===== config.mk =====
export PLATFORM = sky130hd
export DESIGN_NAME = axis_output_pipe
export DESIGN_NICKNAME = d
export VERILOG_FILES = /design/src/rtl/axis_output_pipe_pkg.sv /design/src/rtl/axis_pingpong_buffer.sv /design/src/rtl/axis_output_pipe.sv
export SDC_FILE = /design/constraint.sdc
export NUM_CORES = 1
export LEC_CHECK = 0
export CELL_PAD_IN_SITES_DETAIL_PLACEMENT = 0
export CELL_PAD_IN_SITES_GLOBAL_PLACEMENT = 2
export CORE_AREA = 3 3 262 264
export CTS_BUF_LIST = sky130_fd_sc_hd__clkbuf_4 sky130_fd_sc_hd__clkbuf_8
export CTS_CLUSTER_SIZE = 8
export DETAILED_ROUTE_END_ITERATION = 7
export DIE_AREA = 0 0 265 267
export PLACE_DENSITY_LB_ADDON = 0.1
export SYNTH_ARGS = -nofsm -noshare
export SYNTH_HDL_FRONTEND = slang
export SYNTH_SLANG_ARGS = --single-unit
export TNS_END_PERCENT = 20

===== constraint.sdc =====
create_clock -name aclk -period 11.2 [get_ports aclk]
set_clock_uncertainty 0.2 [all_clocks]
set_input_delay 2.8 -clock aclk [delete_from_list [all_inputs] [get_ports aclk]]
set_output_delay 2.8 -clock aclk [all_outputs]
set_load 0.02 [all_outputs]

===== src/rtl/axis_output_pipe_pkg.sv =====
// Shared constants for the conv-engine stream pipes: beat geometry, word width
// and the tuser bit that marks configuration beats.
package axis_output_pipe_pkg;

    localparam int AOP_WORD_WIDTH = 8;
    localparam int AOP_COPIES     = 2;
    localparam int AOP_GROUPS     = 2;
    localparam int AOP_MEMBERS    = 8;
    localparam int AOP_IN_WORDS   = AOP_COPIES * AOP_GROUPS * AOP_MEMBERS;
    localparam int AOP_OUT_WORDS  = 8;

    localparam int AOP_TUSER_W          = 1;
    localparam int AOP_TUSER_IS_CONFIG  = 0;

    // Counter width for n narrow beats; never narrower than one bit.
    function automatic int beat_bits(input int n);
        return (n <= 2) ? 1 : $clog2(n);
    endfunction

endpackage


===== src/rtl/axis_pingpong_buffer.sv =====
// Two-slot ping-pong buffer carrying a data word plus a last flag.
// Push and pop may coincide; the caller never pushes when full or pops when empty.
module axis_pingpong_buffer #(
    parameter int DATA_W = 256
) (
    input  logic              i_clk,
    input  logic              i_rst,
    input  logic              i_push,
    input  logic [DATA_W-1:0] i_push_data,
    input  logic              i_push_last,
    input  logic              i_pop,
    output logic              o_full,
    output logic              o_empty,
    output logic [DATA_W-1:0] o_rd_data,
    output logic              o_rd_last
);

    logic [DATA_W-1:0] r_data [2];
    logic              r_last [2];
    logic              r_wr_ptr;
    logic              r_rd_ptr;
    logic [1:0]        r_count;

    always_ff @(posedge i_clk) begin
        if (i_rst) begin
            for (int i = 0; i < 2; i++) begin
                r_data[i] <= '0;
                r_last[i] <= 1'b0;
            end
            r_wr_ptr <= 1'b0;
            r_rd_ptr <= 1'b0;
            r_count  <= 2'd0;
        end else begin
            if (i_push) begin
                r_data[r_wr_ptr] <= i_push_data;
                r_last[r_wr_ptr] <= i_push_last;
                r_wr_ptr         <= ~r_wr_ptr;
            end
            if (i_pop) begin
                r_rd_ptr <= ~r_rd_ptr;
            end
            // Simultaneous push and pop leaves the occupancy unchanged.
            case ({i_push, i_pop})
                2'b10:   r_count <= r_count + 2'd1;
                2'b01:   r_count <= r_count - 2'd1;
                default: r_count <= r_count;
            endcase
        end
    end

    assign o_full    = (r_count == 2'd2);
    assign o_empty   = (r_count == 2'd0);
    assign o_rd_data = r_data[r_rd_ptr];
    assign o_rd_last = r_last[r_rd_ptr];

endmodule


===== src/rtl/axis_output_pipe.sv =====
// Serializes wide conv-engine result beats onto a narrow AXI-Stream master,
// buffering two wide beats and dropping configuration beats.
module axis_output_pipe
    import axis_output_pipe_pkg::*;
#(
    parameter int COPIES     = AOP_COPIES,
    parameter int GROUPS     = AOP_GROUPS,
    parameter int MEMBERS    = AOP_MEMBERS,
    parameter int WORD_WIDTH = AOP_WORD_WIDTH,
    parameter int OUT_WORDS  = AOP_OUT_WORDS
) (
    input  logic                                     aclk,
    input  logic                                     areset,
    output logic                                     s_axis_tready,
    input  logic                                     s_axis_tvalid,
    input  logic                                     s_axis_tlast,
    input  logic [AOP_TUSER_W-1:0]                   s_axis_tuser,
    input  logic [COPIES*GROUPS*MEMBERS*WORD_WIDTH-1:0] s_axis_tdata,
    input  logic                                     m_axis_tready,
    output logic                                     m_axis_tvalid,
    output logic                                     m_axis_tlast,
    output logic [OUT_WORDS*WORD_WIDTH/8-1:0]        m_axis_tkeep,
    output logic [OUT_WORDS*WORD_WIDTH-1:0]          m_axis_tdata
);

    localparam int IN_WORDS  = COPIES * GROUPS * MEMBERS;
    localparam int IN_BITS   = IN_WORDS * WORD_WIDTH;
    localparam int OUT_BITS  = OUT_WORDS * WORD_WIDTH;
    localparam int BEATS     = IN_WORDS / OUT_WORDS;
    localparam int BITS_BEAT = beat_bits(BEATS);
    localparam logic [BITS_BEAT-1:0] BEAT_LAST = BITS_BEAT'(BEATS - 1);

    if ((IN_WORDS % OUT_WORDS) != 0) begin : g_bad_ratio
        $error("axis_output_pipe: IN_WORDS must be a multiple of OUT_WORDS");
    end

    logic                              w_full;
    logic                              w_empty;
    logic [IN_BITS-1:0]                w_rd_data;
    logic                              w_rd_last;
    logic [BEATS-1:0][OUT_BITS-1:0]    w_slices;
    logic                              w_in_hs;
    logic                              w_push;
    logic                              w_out_hs;
    logic                              w_last_beat;
    logic                              w_pop;
    logic [BITS_BEAT-1:0]              r_beat;

    // Config beats complete the input handshake but never reach the buffer.
    assign w_in_hs     = s_axis_tvalid && s_axis_tready;
    assign w_push      = w_in_hs && !s_axis_tuser[AOP_TUSER_IS_CONFIG];
    assign w_out_hs    = m_axis_tvalid && m_axis_tready;
    assign w_last_beat = (r_beat == BEAT_LAST);
    assign w_pop       = w_out_hs && w_last_beat;

    axis_pingpong_buffer #(
        .DATA_W (IN_BITS)
    ) u_buffer (
        .i_clk       (aclk),
        .i_rst       (areset),
        .i_push      (w_push),
        .i_push_data (s_axis_tdata),
        .i_push_last (s_axis_tlast),
        .i_pop       (w_pop),
        .o_full      (w_full),
        .o_empty     (w_empty),
        .o_rd_data   (w_rd_data),
        .o_rd_last   (w_rd_last)
    );

    always_ff @(posedge aclk) begin
        if (areset) begin
            r_beat <= '0;
        end else if (w_out_hs) begin
            r_beat <= w_last_beat ? '0 : r_beat + 1'b1;
        end
    end

    // Ready comes from buffer occupancy only, held low while in reset.
    assign s_axis_tready = !areset && !w_full;

    assign w_slices      = w_rd_data;
    assign m_axis_tvalid = !w_empty;
    assign m_axis_tdata  = w_slices[r_beat];
    assign m_axis_tlast  = w_rd_last && w_last_beat;
    assign m_axis_tkeep  = '1;

endmodule

==> impl_metrics.ini, run 1 <==
[outcome]
status = completed

[drt]
ant_nets = 0
drc = 0
first_pass_iters = 7
vias = 12395
drt-wirelength-per-cell_um = 20.9
via_per_inst = 4.67
drtIter0Drc = 595
routed_wl_mm = 55.6

[sta]
tightest_slew_ns = 1.07
setup_viol = 0
setup_ws_ns = 3.84
fmax_ghz = 0.136
timing_hold_violations_final = 0
fin_crit_sh = 0.657
setup_tns_ns = 0
rsz0062_at_grt = false
slew_headroom = 0.284
period_minus_slack_ns = 7.36
drv_slew = 0

[logic_synthesis]
yosys-top-cells-area = edfxtp_1, and2_1, mux4_2
synth_top_area_cell = edfxtp_1
synth_area_um2 = 23200
synth_top_flop_cell = edfxtp_1
synth_edf_count = 514
synth_async_sr_flop_share = 0
syn_inst = 1361
yosysUniqueCellTypes = 29
synth_top_area_share = 0.665
synth-seq-cells = 521
yosysSeqAreaShare = 0.671
yosys_warnings = 0
syn_avg_cell_area_um2 = 17.1

[hold_path]
hp-class = reg -> reg

[global_route]
first_global_vias = 13558
grt_use_met3 = 0.0395
grt_max_degree = 143
top_usage_layer = met2
grt_pass1_wl_mm = 83.0
antenna_found_initial = 12
gr-total-overflow = 0
use_met1 = 0.195
use_met2 = 0.267
grt_usage = 0.157

[setup_path]
cp-start-kind = input port
worst_setup_path_end_kind = output port
critPathKind = in -> out
critical_path_required_ns = 8.20
cp_max_fo = 13
arrival_ns = 4.36

[clock_network]
clk_latency_ns = 0.64
cts_buffers = 93
cts.sinks = 521
path_clk_slew_ns = 0.06
cts_tree = yes
cts-hold-fix-buffers = 0
h-tree-depth = 3
post_cts_buffers = 0
clockBufferDepth = 3
cts-root-buf = clkbuf_8
postCtsResizedCells = 0

[floorplanning]
die_h_um = 267
die_area_um2 = 70800
initial_utilization = 0.347
core_area_um2 = 66800
ioPinCount = 337
die_w_um = 265
rows = 95

[layout]
drive_above_1_share = 0.203
syn2layout_area_growth_pct = 24.8
fin_nets = 1973
layout_common_cells = and2_1, edfxtp_1, clkdlybuf4s50_1, mux4_2, clkbuf_8

[placed_design]
finalWeightedCongestion = 0.707
pre_cts_slack_ns = 3.84
io_buffers = 328
post-dp-hpwl_mm = 33.0

[flow_run]
max_cap_viol_count = 0

[pwr]
leakage_uw = 0.0103
power_density_nw_per_um2 = 149
ir_worst_vdd_mv = 0.0715
cells by family after synthesis:
kind of cell,count (synthesis),synth area share
and+or+nand+nor,532,0.144
DFF,521,0.671
muxes,194,0.156
buffers and inverters,101,0.0246
other,1,0.000162
adders and majority gates,2,0.00108
AOI/OAI and AO/OA,8,0.00183
xor gates and xnor gates,2,0.000755
final timing paths:
kind	from	to	slack, ns	cells past startpoint
setup / recovery	areset	s_axis_tready	3.84	3
hold / removal	u_buffer.r_rd_ptr$_SDFFE_PP0P_	flop	0.31	2
setup reg to reg	u_buffer.r_count[0]$_SDFFE_PP0P_	u_buffer.r_data[1][10]$_SDFFCE_PN0P_	7.22	5
hold reg to reg	u_buffer.r_rd_ptr$_SDFFE_PP0P_	flop	0.31	2
cell usage after synthesis, drive strengths merged (2+ instances only):
cell type  number
or2             3
edfxtp        514
nor2b           2
mux2i           2
mux4          128
o21ai           3
and2          514
or3             4
buf            39
ha              2
clkbuf         61
nor2            5
mux2           64
dfxtp           7
a21oi           4
layout make-up:
cell class	instances	area (um2)
multi-input cells	746	7090
flip-flops and latches	521	15600
clock buffers	134	1600
fillers	6052	37900
repair buffers	346	3430
well taps	873	1090
inverters	1	3.75
clock inverters	23	124
diodes	9	22.5
through the flow:
step,utilization,instances,hold slack [ns],cell area [um2],total power (uW)
after global placement,0.407,2487,0.288,27200,2680
after floorplan,-,1368,0.271,23200,2490
after global routing,0.433,2650,0.349,28900,4500
final,0.433,2653,0.306,29000,4310
after CTS,0.433,2644,0.310,28900,4390
after detailed placement,0.407,2487,0.302,27200,2690
layer usage:
metal  routed length (um)  vias to the layer above
met4                 1070                        8
met1                23200                     6273
li1                     -                     5747
met5                   57                        -
met3                 3170                       83
met2                28100                      284
state kept, by name, indices dropped and copies added (netlist names), named ones only:
| name | cells |
|---|---|
| u_buffer.r_rd_ptr | 1 |
| u_buffer.r_wr_ptr | 1 |
| u_buffer.r_data | 512 |
| u_buffer.r_count | 2 |
| u_buffer.r_last | 2 |
| r_beat | 2 |
worst max-delay path, stage by stage:
cell and delay (ns):
clkdlybuf4s50_1 0.71, nor2_1 0.22, clkdlybuf4s50_1 0.62
report_power, final:
part,leakage (uW),internal (uW),switching [uW]
logic,0.00395,194,164
clock network,0.000915,928,741
registers,0.00540,2250,26.6
total,0.0103,3370,932
(Power assumes the default switching activity.)
==> run 2, diff against run 1 <==
==> constraint.sdc (replaced) <==
create_clock -name aclk -period 7.6 [get_ports aclk]
set_clock_uncertainty 0.2 [all_clocks]
set_input_delay 1.9 -clock aclk [delete_from_list [all_inputs] [get_ports aclk]]
set_output_delay 1.9 -clock aclk [all_outputs]
set_load 0.02 [all_outputs]
==> impl_metrics.ini, run 2 (synthesized netlist as in run 1, its figures left out) <==
[outcome]
status = completed

[hold_path]
hp-class = reg -> reg
min-delay-start = u_buffer.r_count[1]$_SDFFE_PP0P_

[placed_design]
placed_area_um2 = 27300
pre_cts_slack_ns = 2.01
finalWeightedCongestion = 0.689
io_buffers = 328
post-dp-hpwl_mm = 31.8

[clock_network]
postCtsResizedCells = 0
cts-hold-fix-buffers = 0
clk_latency_ns = 0.65
cts-root-buf = clkbuf_8
h-tree-depth = 3
cts.sinks = 521
cts_buffers = 95
cts_tree = yes
clockBufferDepth = 3
post_cts_buffers = 0
path_clk_slew_ns = 0.05

[global_route]
antenna_found_initial = 22
gr-total-overflow = 0
grt_usage = 0.161
grt_max_degree = 258
first_global_vias = 13715
grt_pass1_wl_mm = 85.6

[sta]
period_minus_slack_ns = 5.59
setup_tns_ns = 0
fin_crit_sh = 0.736
drv_slew = 0
tightest_slew_ns = 1.10
fin_hold_ws_ns = 0.308
setup_viol = 0
setup_ws_ns = 2.01
slew_headroom = 0.268
timing_hold_violations_final = 0
fmax_ghz = 0.179
rsz0062_at_grt = false

[pwr]
ir_worst_vdd_mv = 0.119
power_density_nw_per_um2 = 222
seq_power_share = 0.518
leakage_uw = 0.0103
internal_power_uw = 5040
netSwitchingFraction = 0.222
combPwrFrac = 0.081
p_clk_frac = 0.401
switching_power_uw = 1440

[setup_path]
critPathKind = in -> out
r2r_start = u_buffer.r_count[0]$_SDFFE_PP0P_
critical_path_required_ns = 5.50
worst_setup_path_end_kind = output port
crit_start = areset
cp_max_fo = 13
arrival_ns = 3.49
cp-start-kind = input port

[drt]
ant_nets = 0
drt-wirelength-per-cell_um = 21.3
first_pass_iters = 4
drtIter0Drc = 721
routed_wl_mm = 56.7
drc = 0
via_per_inst = 4.66
vias = 12439

[layout]
layout_common_cells = and2_1, edfxtp_1, clkdlybuf4s50_1, mux4_2, clkbuf_8
design_area_um2 = 29200
syn2layout_area_growth_pct = 25.7
regMostFlops = u_buffer.r_data
utilization = 0.437
fin_nets = 1975
largest_reg_flops = 512
drive_above_1_share = 0.204

[floorplanning]
die_h_um = 267
rows = 95
ioPinCount = 337
die_w_um = 265
core_area_um2 = 66800
initial_utilization = 0.347
die_area_um2 = 70800

[flow_run]
max_cap_viol_count = 0
[run 2: layout make-up]
cell class	instances	area, um2
Fill cell	6011	37600
Sequential cell	521	15600
Multi-Input combinational cell	746	7090
Timing Repair Buffer	346	3520
Clock buffer	129	1610
Tap cell	873	1090
Clock inverter	40	228
Antenna cell	11	27.5
Inverter	1	3.75
[run 2: final timing paths]
path                                           endpoint  slack [ns]  cells past startpoint
hold / removal         u_buffer.r_count[1]$_SDFFE_PP0P_        0.31                      2
setup reg to reg  u_buffer.r_data[0][253]$_SDFFCE_PN0P_        4.64                      5
setup / recovery                          s_axis_tready        2.01                      3
hold reg to reg        u_buffer.r_count[1]$_SDFFE_PP0P_        0.31                      2
[run 2: worst max-delay path, cell delays in order]
cell             delay, ns
clkdlybuf4s50_1       0.73
nor2_1                0.23
clkdlybuf4s50_1       0.63
[run 2: through the flow]
| stage | instances | power (uW) |
|---|---|---|
| 6_report | 2667 | 6480 |
| 5_1_grt | 2659 | 6790 |
| 4_1_cts | 2656 | 6610 |
| 3_5_place_dp | 2487 | 3960 |
| 3_3_place_gp | 2487 | 3950 |
| 2_1_floorplan | 1368 | 3670 |
[run 2: routing by layer]
layer,GRT usage,vias to the layer above,part of all wire
li1,-,5772,-
met1,0.197,6273,0.41
met2,0.271,266,0.50
met3,0.0527,102,0.068
met4,0.0529,26,0.019
met5,0,-,0.0028
[run 2: power groups by stage]
stage                     registers [uW]  clock network [uW]  logic [uW]
final                               3360                2600         527
after global routing                3370                2850         571
after CTS                           3360                2700         543
after detailed placement            3420                   0         541
after global placement              3410                   0         538
after floorplan                     3410                   0         259
